File: src/rtl/ifu_fetch.sv
// Instruction fetch unit: owns the PC, fetches over a req/ack memory port and
// presents one instruction at a time to the decoder over valid/ready.
module ifu_fetch #(
    parameter logic [31:0] RESET_PC = 32'h0000_3000
) (
    input  logic        clk,
    input  logic        reset_n,
    output logic        imem_req,
    output logic [31:0] imem_addr,
    input  logic        imem_ack,
    input  logic [31:0] imem_rdata,
    output logic [31:0] instr,
    output logic        instr_valid,
    input  logic        instr_ready,
    output logic [31:0] pc,
    output logic [31:0] pc_plus4,
    input  logic        nPC_Sel,
    input  logic        zero,
    input  logic        PCWrite,
    input  logic        PCSel,
    input  logic [31:0] rs_data,
    output logic        fetch_err
);

    typedef enum logic [1:0] {
        S_FETCH = 2'd0,
        S_HOLD  = 2'd1,
        S_ERR   = 2'd2
    } state_e;

    state_e      state_q, state_d;
    logic [31:0] pc_q, pc_d;
    logic [31:0] instr_q, instr_d;
    logic        req_en_q;
    logic [31:0] npc;
    logic [31:0] br_off;

    assign pc_plus4 = pc_q + 32'd4;
    assign br_off   = {{14{instr_q[15]}}, instr_q[15:0], 2'b00};

    // Jumps take priority over the branch; jr before jal.
    always_comb begin
        if (PCWrite && PCSel) begin
            npc = rs_data;
        end else if (PCWrite) begin
            npc = {pc_plus4[31:28], instr_q[25:0], 2'b00};
        end else if (nPC_Sel && zero) begin
            npc = pc_plus4 + br_off;
        end else begin
            npc = pc_plus4;
        end
    end

    always_comb begin
        // NOTE: every next-state signal gets a default first so no path leaves it unassigned (no latch).
        state_d = state_q;
        pc_d    = pc_q;
        instr_d = instr_q;
        case (state_q)
            S_FETCH: begin
                if (imem_req && imem_ack) begin
                    instr_d = imem_rdata;
                    state_d = S_HOLD;
                end
            end
            S_HOLD: begin
                if (instr_ready) begin
                    if (npc[1:0] != 2'b00) begin
                        state_d = S_ERR;
                    end else begin
                        pc_d    = npc;
                        state_d = S_FETCH;
                    end
                end
            end
            S_ERR:   state_d = S_ERR;
            default: state_d = S_ERR;
        endcase
    end

    // req_en_q holds the request off for the first cycle after reset is released,
    // so imem_req never depends combinationally on reset_n.
    always_ff @(posedge clk) begin
        // NOTE: sequential state uses non-blocking assignments so all registers update together.
        if (!reset_n) begin
            state_q  <= S_FETCH;
            pc_q     <= RESET_PC;
            instr_q  <= 32'd0;
            req_en_q <= 1'b0;
        end else begin
            state_q  <= state_d;
            pc_q     <= pc_d;
            instr_q  <= instr_d;
            req_en_q <= 1'b1;
        end
    end

    assign imem_req    = (state_q == S_FETCH) && req_en_q;
    assign imem_addr   = pc_q;
    assign instr       = instr_q;
    assign pc          = pc_q;
    assign instr_valid = (state_q == S_HOLD);
    assign fetch_err   = (state_q == S_ERR);

endmodule

File: config.mk
export PLATFORM = sky130hd
export DESIGN_NAME = ifu_fetch
export DESIGN_NICKNAME = d
export VERILOG_FILES = /design/src/rtl/ifu_fetch.sv
export SDC_FILE = /design/constraint.sdc
export NUM_CORES = 1
export LEC_CHECK = 0
export CAP_MARGIN = 20
export CORE_UTILIZATION = 25
export DETAILED_ROUTE_END_ITERATION = 8
export PLACE_DENSITY = 0.59
export SYNTH_ARGS = -nofsm -noshare
export SYNTH_HDL_FRONTEND = slang
export SYNTH_SLANG_ARGS = --single-unit
File: constraint.sdc
create_clock -name clk -period 4.4 [get_ports clk]
set_input_delay 0.66 -clock clk [delete_from_list [all_inputs] [get_ports clk]]
set_output_delay 0.66 -clock clk [all_outputs]
set_load 0.03 [all_outputs]
# Yosys cells after proc, flatten, opt, wreduce, memory -nomap -nowiden
# Index checks and enable logic that the tools add are counted.
# word_totals
input_bits,72
latchBits,0
wordCells,28
n_memories,0
output_inout_bits,131
mem_bits_ro,0
reg_bits,67
ram_bits,0
# op_classes
bitwise_logic,1
reduce_logical,9
n_shift,0
muxes,8
multipliers,0
eq_ne,4
n_div,0
order_cmp,0
addsub,2
# ops
cell,count
$mux W32,3
$add A32 B3 Y32 const B,1
$add A32 B32 Y32,1
$mux W2,3
$logic_and A1 B1 Y1,4
$pmux W2 S2,1
$reduce_and A2 Y1,2
$reduce_and A3 Y1,1
$eq A2 B1 Y1 const B,1
$eq A2 B2 Y1 const B,1
$logic_not A2 Y1,1
$ne A2 B1 Y1 const B,1
$ne A2 B2 Y1 const B,1
$reduce_bool A2 Y1,1
$mux W1,1
$not A1 Y1,1

# Longest topological paths before layout
# logic_depth
depth_word,9
depth_mapped,16
mapped_depth_nobuf,15

# Worst setup path before layout
# Ideal clock, no wire load.
# synth_timing
path_kind,reg2reg
startpoint,register pc_q[2] (netlist: imem_addr[2])
endpoint,register pc_q[23] (netlist: imem_addr[23])
arrival_ns,4.319
setup_ns,0.123
path_buffers,0
slack_ns,-0.041
stages_incl_launch_ff,15
cell_sequence,dfxtp_1 ha_1 inv_1 nor4_1 nand2_1 xnor2_1 ha_1 a21o_1 a21o_1 and3_1 a2111oi_2 nor3_1 or4b_1 a31oi_1 o21ai_0
# synth_via
elab_chain_cells,5
# synth_rtl
item,line_no,text
"start, declared",32,"logic [31:0] pc_q, pc_d;"
"start signal, assigned",92,pc_q <= pc_d;
$add A32 B3 Y32,38,assign pc_plus4 = pc_q + 32'd4;
named net pc_plus4[14],16,"output logic [31:0] pc_plus4,"
$add A32 B32 Y32,48,npc = pc_plus4 + br_off;
$mux W32,47,end else if (nPC_Sel && zero) begin
$mux W32,45,end else if (PCWrite) begin
$mux W32,43,if (PCWrite && PCSel) begin
# The timed path passes the listed nets, and every way through them passes these cells.
# A chain may end at the register's enable or synchronous reset.

# Final worst setup path
# layout_timing
startpoint,register pc_q[3] (netlist: imem_addr[3])
endpoint,register pc_q[23] (netlist: imem_addr[23])
# layout_via
elab_chain_cells,5
# layout_rtl
item,line_no
$add A32 B3 Y32 *,38
$add A32 B32 Y32,48
$mux W32 *,47
$mux W32 *,45
$mux W32 *,43
# Every way passes the cells marked *; elsewhere a longest branch is shown, timed or not.

==> results.sh <==
export IMPL_vias=6148
export IMPL_syn_area_per_cell_um2=7.471
export IMPL_r2r_start="imem_addr[3]"
export IMPL_antenna_found_initial=0
export IMPL_setup_worst_path_start_class="register"
export IMPL_period_needed_ns=3.964
export IMPL_dp_hpwl_um=16620
export IMPL_numCtsBuffers=9
export IMPL_synth_top_area_share_pct=23.38
export IMPL_yosysUniqueCellTypes=63
export IMPL_rows=55
export IMPL_tritoncts="done"
export IMPL_globalRouteOverflowTotal=0
export IMPL_setup_viol=0
export IMPL_synth_main_ff_cell="dfxtp_1"
export IMPL_h_tree_depth=3
export IMPL_status="finished, final reports clean"
export IMPL_cts_resized=0
export IMPL_post_drt_wl_per_cell_um=17.83
export IMPL_relSlewSlack_pct=43.90
export IMPL_insertion_delay_ns=0.34
export IMPL_seq_area_um2=1341
export IMPL_hold_end="instr[28]"
export IMPL_reg2reg_slack_ns=0.44
export IMPL_wl_um=21630
export IMPL_finalMaxSlewViolations=0
export IMPL_critPathLaunch="imem_addr[3]"
export IMPL_cp_cell_sequence="ha_1, inv_1, nor4_1, buf_4, nand2_1, xnor2_2, ha_1, a21o_1, a21o_1, and3_1, a2111oi_2, nor3_1, or4b_1, a31oi_1, o21ai_0"
export IMPL_synthTopCellsByArea="dfxtp_1 23%, nand2_1 9.2%, ha_1 7.8%, a21oi_1 5.1%, a21boi_0 5.0%"
export IMPL_irDropWorstVdd_mv=0.1821
export IMPL_holdBufCountCts=0
export IMPL_p_leak_nw=3.199
export IMPL_drc_errors=0
export IMPL_gr_usage_all_layers_pct=18.31
export IMPL_final_nets=1032
export IMPL_fp_dieH_um=153.5
export IMPL_share_seq_of_total_power_pct=32.8
export IMPL_worstHoldStart="instr[28]"
export IMPL_internal_power_mw=1.432
export IMPL_timing_setup_tns_ns=0
export IMPL_max_cap_violations=0
export IMPL_multi_input_area_um2=3953
export IMPL_cts_path_max_buffers=2
export IMPL_routabilityCongestion=0.8912
export IMPL_final_util_pct=36.30
export IMPL_min_path_type="reg2reg"
export IMPL_grt_pass1_wl_um=33620
export IMPL_report_final_hold_viol_count=0
export IMPL_viasPerCell=5.068
export IMPL_synth_largest_area_cell="dfxtp_1"
export IMPL_crit_type="reg2reg"
export IMPL_ys_seq_elements=67
export IMPL_swShare_pct=28.29
export IMPL_fin_crit_sh_pct=90.10
export IMPL_grt_max_degree=45
export IMPL_area_growth_pct=42.80
export IMPL_critPathSlowestCell="or4b_1"
export IMPL_drtPass1Iterations=6
export IMPL_clkPwrFrac_pct=45.9
export IMPL_drtIter0Drc=322
export IMPL_whs_ns=0.4607
export IMPL_synth_area_um2=5738
export IMPL_async_flop_share_pct=0
export IMPL_synth_nets=877
export IMPL_worstPathRequired_ns=4.62
export IMPL_fin_skew_ns=0.007517
export IMPL_ioPinCount=203
export IMPL_combPwrFrac_pct=21.3
export IMPL_min_path_cells=2
export IMPL_drive_gt1_share_pct=5.927
export IMPL_tightest_slew_ns=0.8384
export IMPL_max_stage_delay_ns=0.52
export IMPL_fillers=2413
export IMPL_ant_nets=0
export IMPL_powerDensity_nw_per_um2=243.7
export IMPL_clockRootBuffer="clkbuf_16"
export IMPL_worstRegToRegCells=15
export IMPL_switching_power_mw=0.5650
export IMPL_timing_fmax_mhz=252.2
export IMPL_reg2reg_to="imem_addr[23]"
export IMPL_seq_area_frac_synth_pct=23.38
export IMPL_postSynthCellCount=768
export IMPL_port_buffers=202
export IMPL_die_area_um2=23560
export IMPL_path_clk_slew_ns=0.06
export IMPL_start_util_pct=25.42
export IMPL_diodes=0
export IMPL_rsz0062_at_grt="false"
export IMPL_die_w_um=153.5
export IMPL_grt_pass1_vias=5910
export IMPL_cts_setup_buffers=0
export IMPL_ys_warn_count=0
export IMPL_end_kind="register"
export IMPL_crit_arrival_ns=4.19
export IMPL_synth_edf_count=0
export IMPL_crit_path_max_fanout=6
export IMPL_core_area_um2=22570
export IMPL_clock_sinks=67
cell families after synthesis:
family | after synthesis | synth area share [%]
buffers and inverters | 86 | 7.872
muxes | 23 | 4.099
DFF | 67 | 23.38
xor gates and xnor gates | 45 | 7.327
AOI/OAI and AO/OA | 228 | 25.80
adders and majority gates | 37 | 8.199
and+or+nand+nor | 282 | 23.33
power by group through the flow:
| stage | Sequential, mW | Combinational [mW] | Clock [mW] |
|---|---|---|---|
| global route | 0.658 | 0.460 | 0.965 |
| finish | 0.655 | 0.426 | 0.917 |
| floorplan | 0.702 | 0.203 | 0 |
| global placement | 0.668 | 0.426 | 0 |
| detailed placement | 0.669 | 0.426 | 0 |
| CTS | 0.655 | 0.428 | 0.940 |
flip-flops by register name (all words and copies together), names as in the netlist:
| name | cells |
|---|---|
| instr | 32 |
| state_q | 2 |
| req_en_q | 1 |
| imem_addr | 32 |
worst max-delay path: cells and delay by family (launching register included):
kind | cells | cell delay, ns
AOI/OAI and AO/OA | 5 | 1.10
xor gates and xnor gates | 1 | 0.16
adders and majority gates | 2 | 0.62
buffers and inverters | 2 | 0.30
DFF | 1 | 0.42
and+or+nand+nor | 5 | 1.26
layout by cell type (no fill, tap or decap), types with 16 or more instances in the layout:
cell	count
a21boi_0	38
a21oi_1	58
buf_4	16
clkdlybuf4s50_1	199
dfxtp_1	67
ha_1	36
mux2i_1	19
nand2_1	140
nand3_1	24
nor2_1	39
o21ai_0	44
xnor2_1	26
xor2_1	16
stage by stage:
| stage | std cells | cell area [um2] | setup slack, ns | power (mW) |
|---|---|---|---|---|
| CTS | 1213 | 8194 | 0.4386 | 2.024 |
| floorplan | 768 | 5746 | 0.1072 | 0.9051 |
| global route | 1213 | 8194 | 0.04894 | 2.084 |
| global placement | 1197 | 7823 | 0.5928 | 1.094 |
| detailed placement | 1197 | 7823 | 0.4841 | 1.095 |
| finish | 1213 | 8194 | 0.4357 | 1.997 |
synth_stat cells (9+ instances only):
cell      number
nand2_1      140
dfxtp_1       67
a21oi_1       58
o21ai_0       44
nor2_1        39
a21boi_0      38
clkbuf_1      37
ha_1          36
buf_4         34
xnor2_1       27
nand3_1       24
mux2i_1       19
xor2_1        16
a211oi_1      15
a21o_1        15
and3_1        15
inv_1         12
nor2b_1       12
nor3_1         9
cell type report:
type,instances,area share [%]
Clock inverter,7,1.787
Tap cell,285,4.352
Inverter,12,0.5497
Multi-Input combinational cell,615,48.24
Sequential cell,67,16.37
Timing Repair Buffer,218,25.96
Clock buffer,9,2.749
layer usage:
layer | vias up | track usage, % | wire length (um)
met2 | 258 | 28.23 | 9365
met3 | 21 | 4.989 | 1703
li1 | 3023 | - | -
met1 | 2846 | 25.30 | 10310
met5 | - | 0 | 0
met4 | 0 | 3.952 | 257
worst max-delay path by stage:
stage / cells after the start / slack, ns / endpoint
2_1_floorplan: 14 / 0.11 / imem_addr[27]
3_3_place_gp: 15 / 0.59 / imem_addr[23]
3_5_place_dp: 15 / 0.48 / imem_addr[23]
4_1_cts: 15 / 0.44 / imem_addr[23]
5_1_grt: 16 / 0.05 / imem_addr[27]
6_report: 15 / 0.44 / imem_addr[23]
Power figures use the tool's default switching activity.
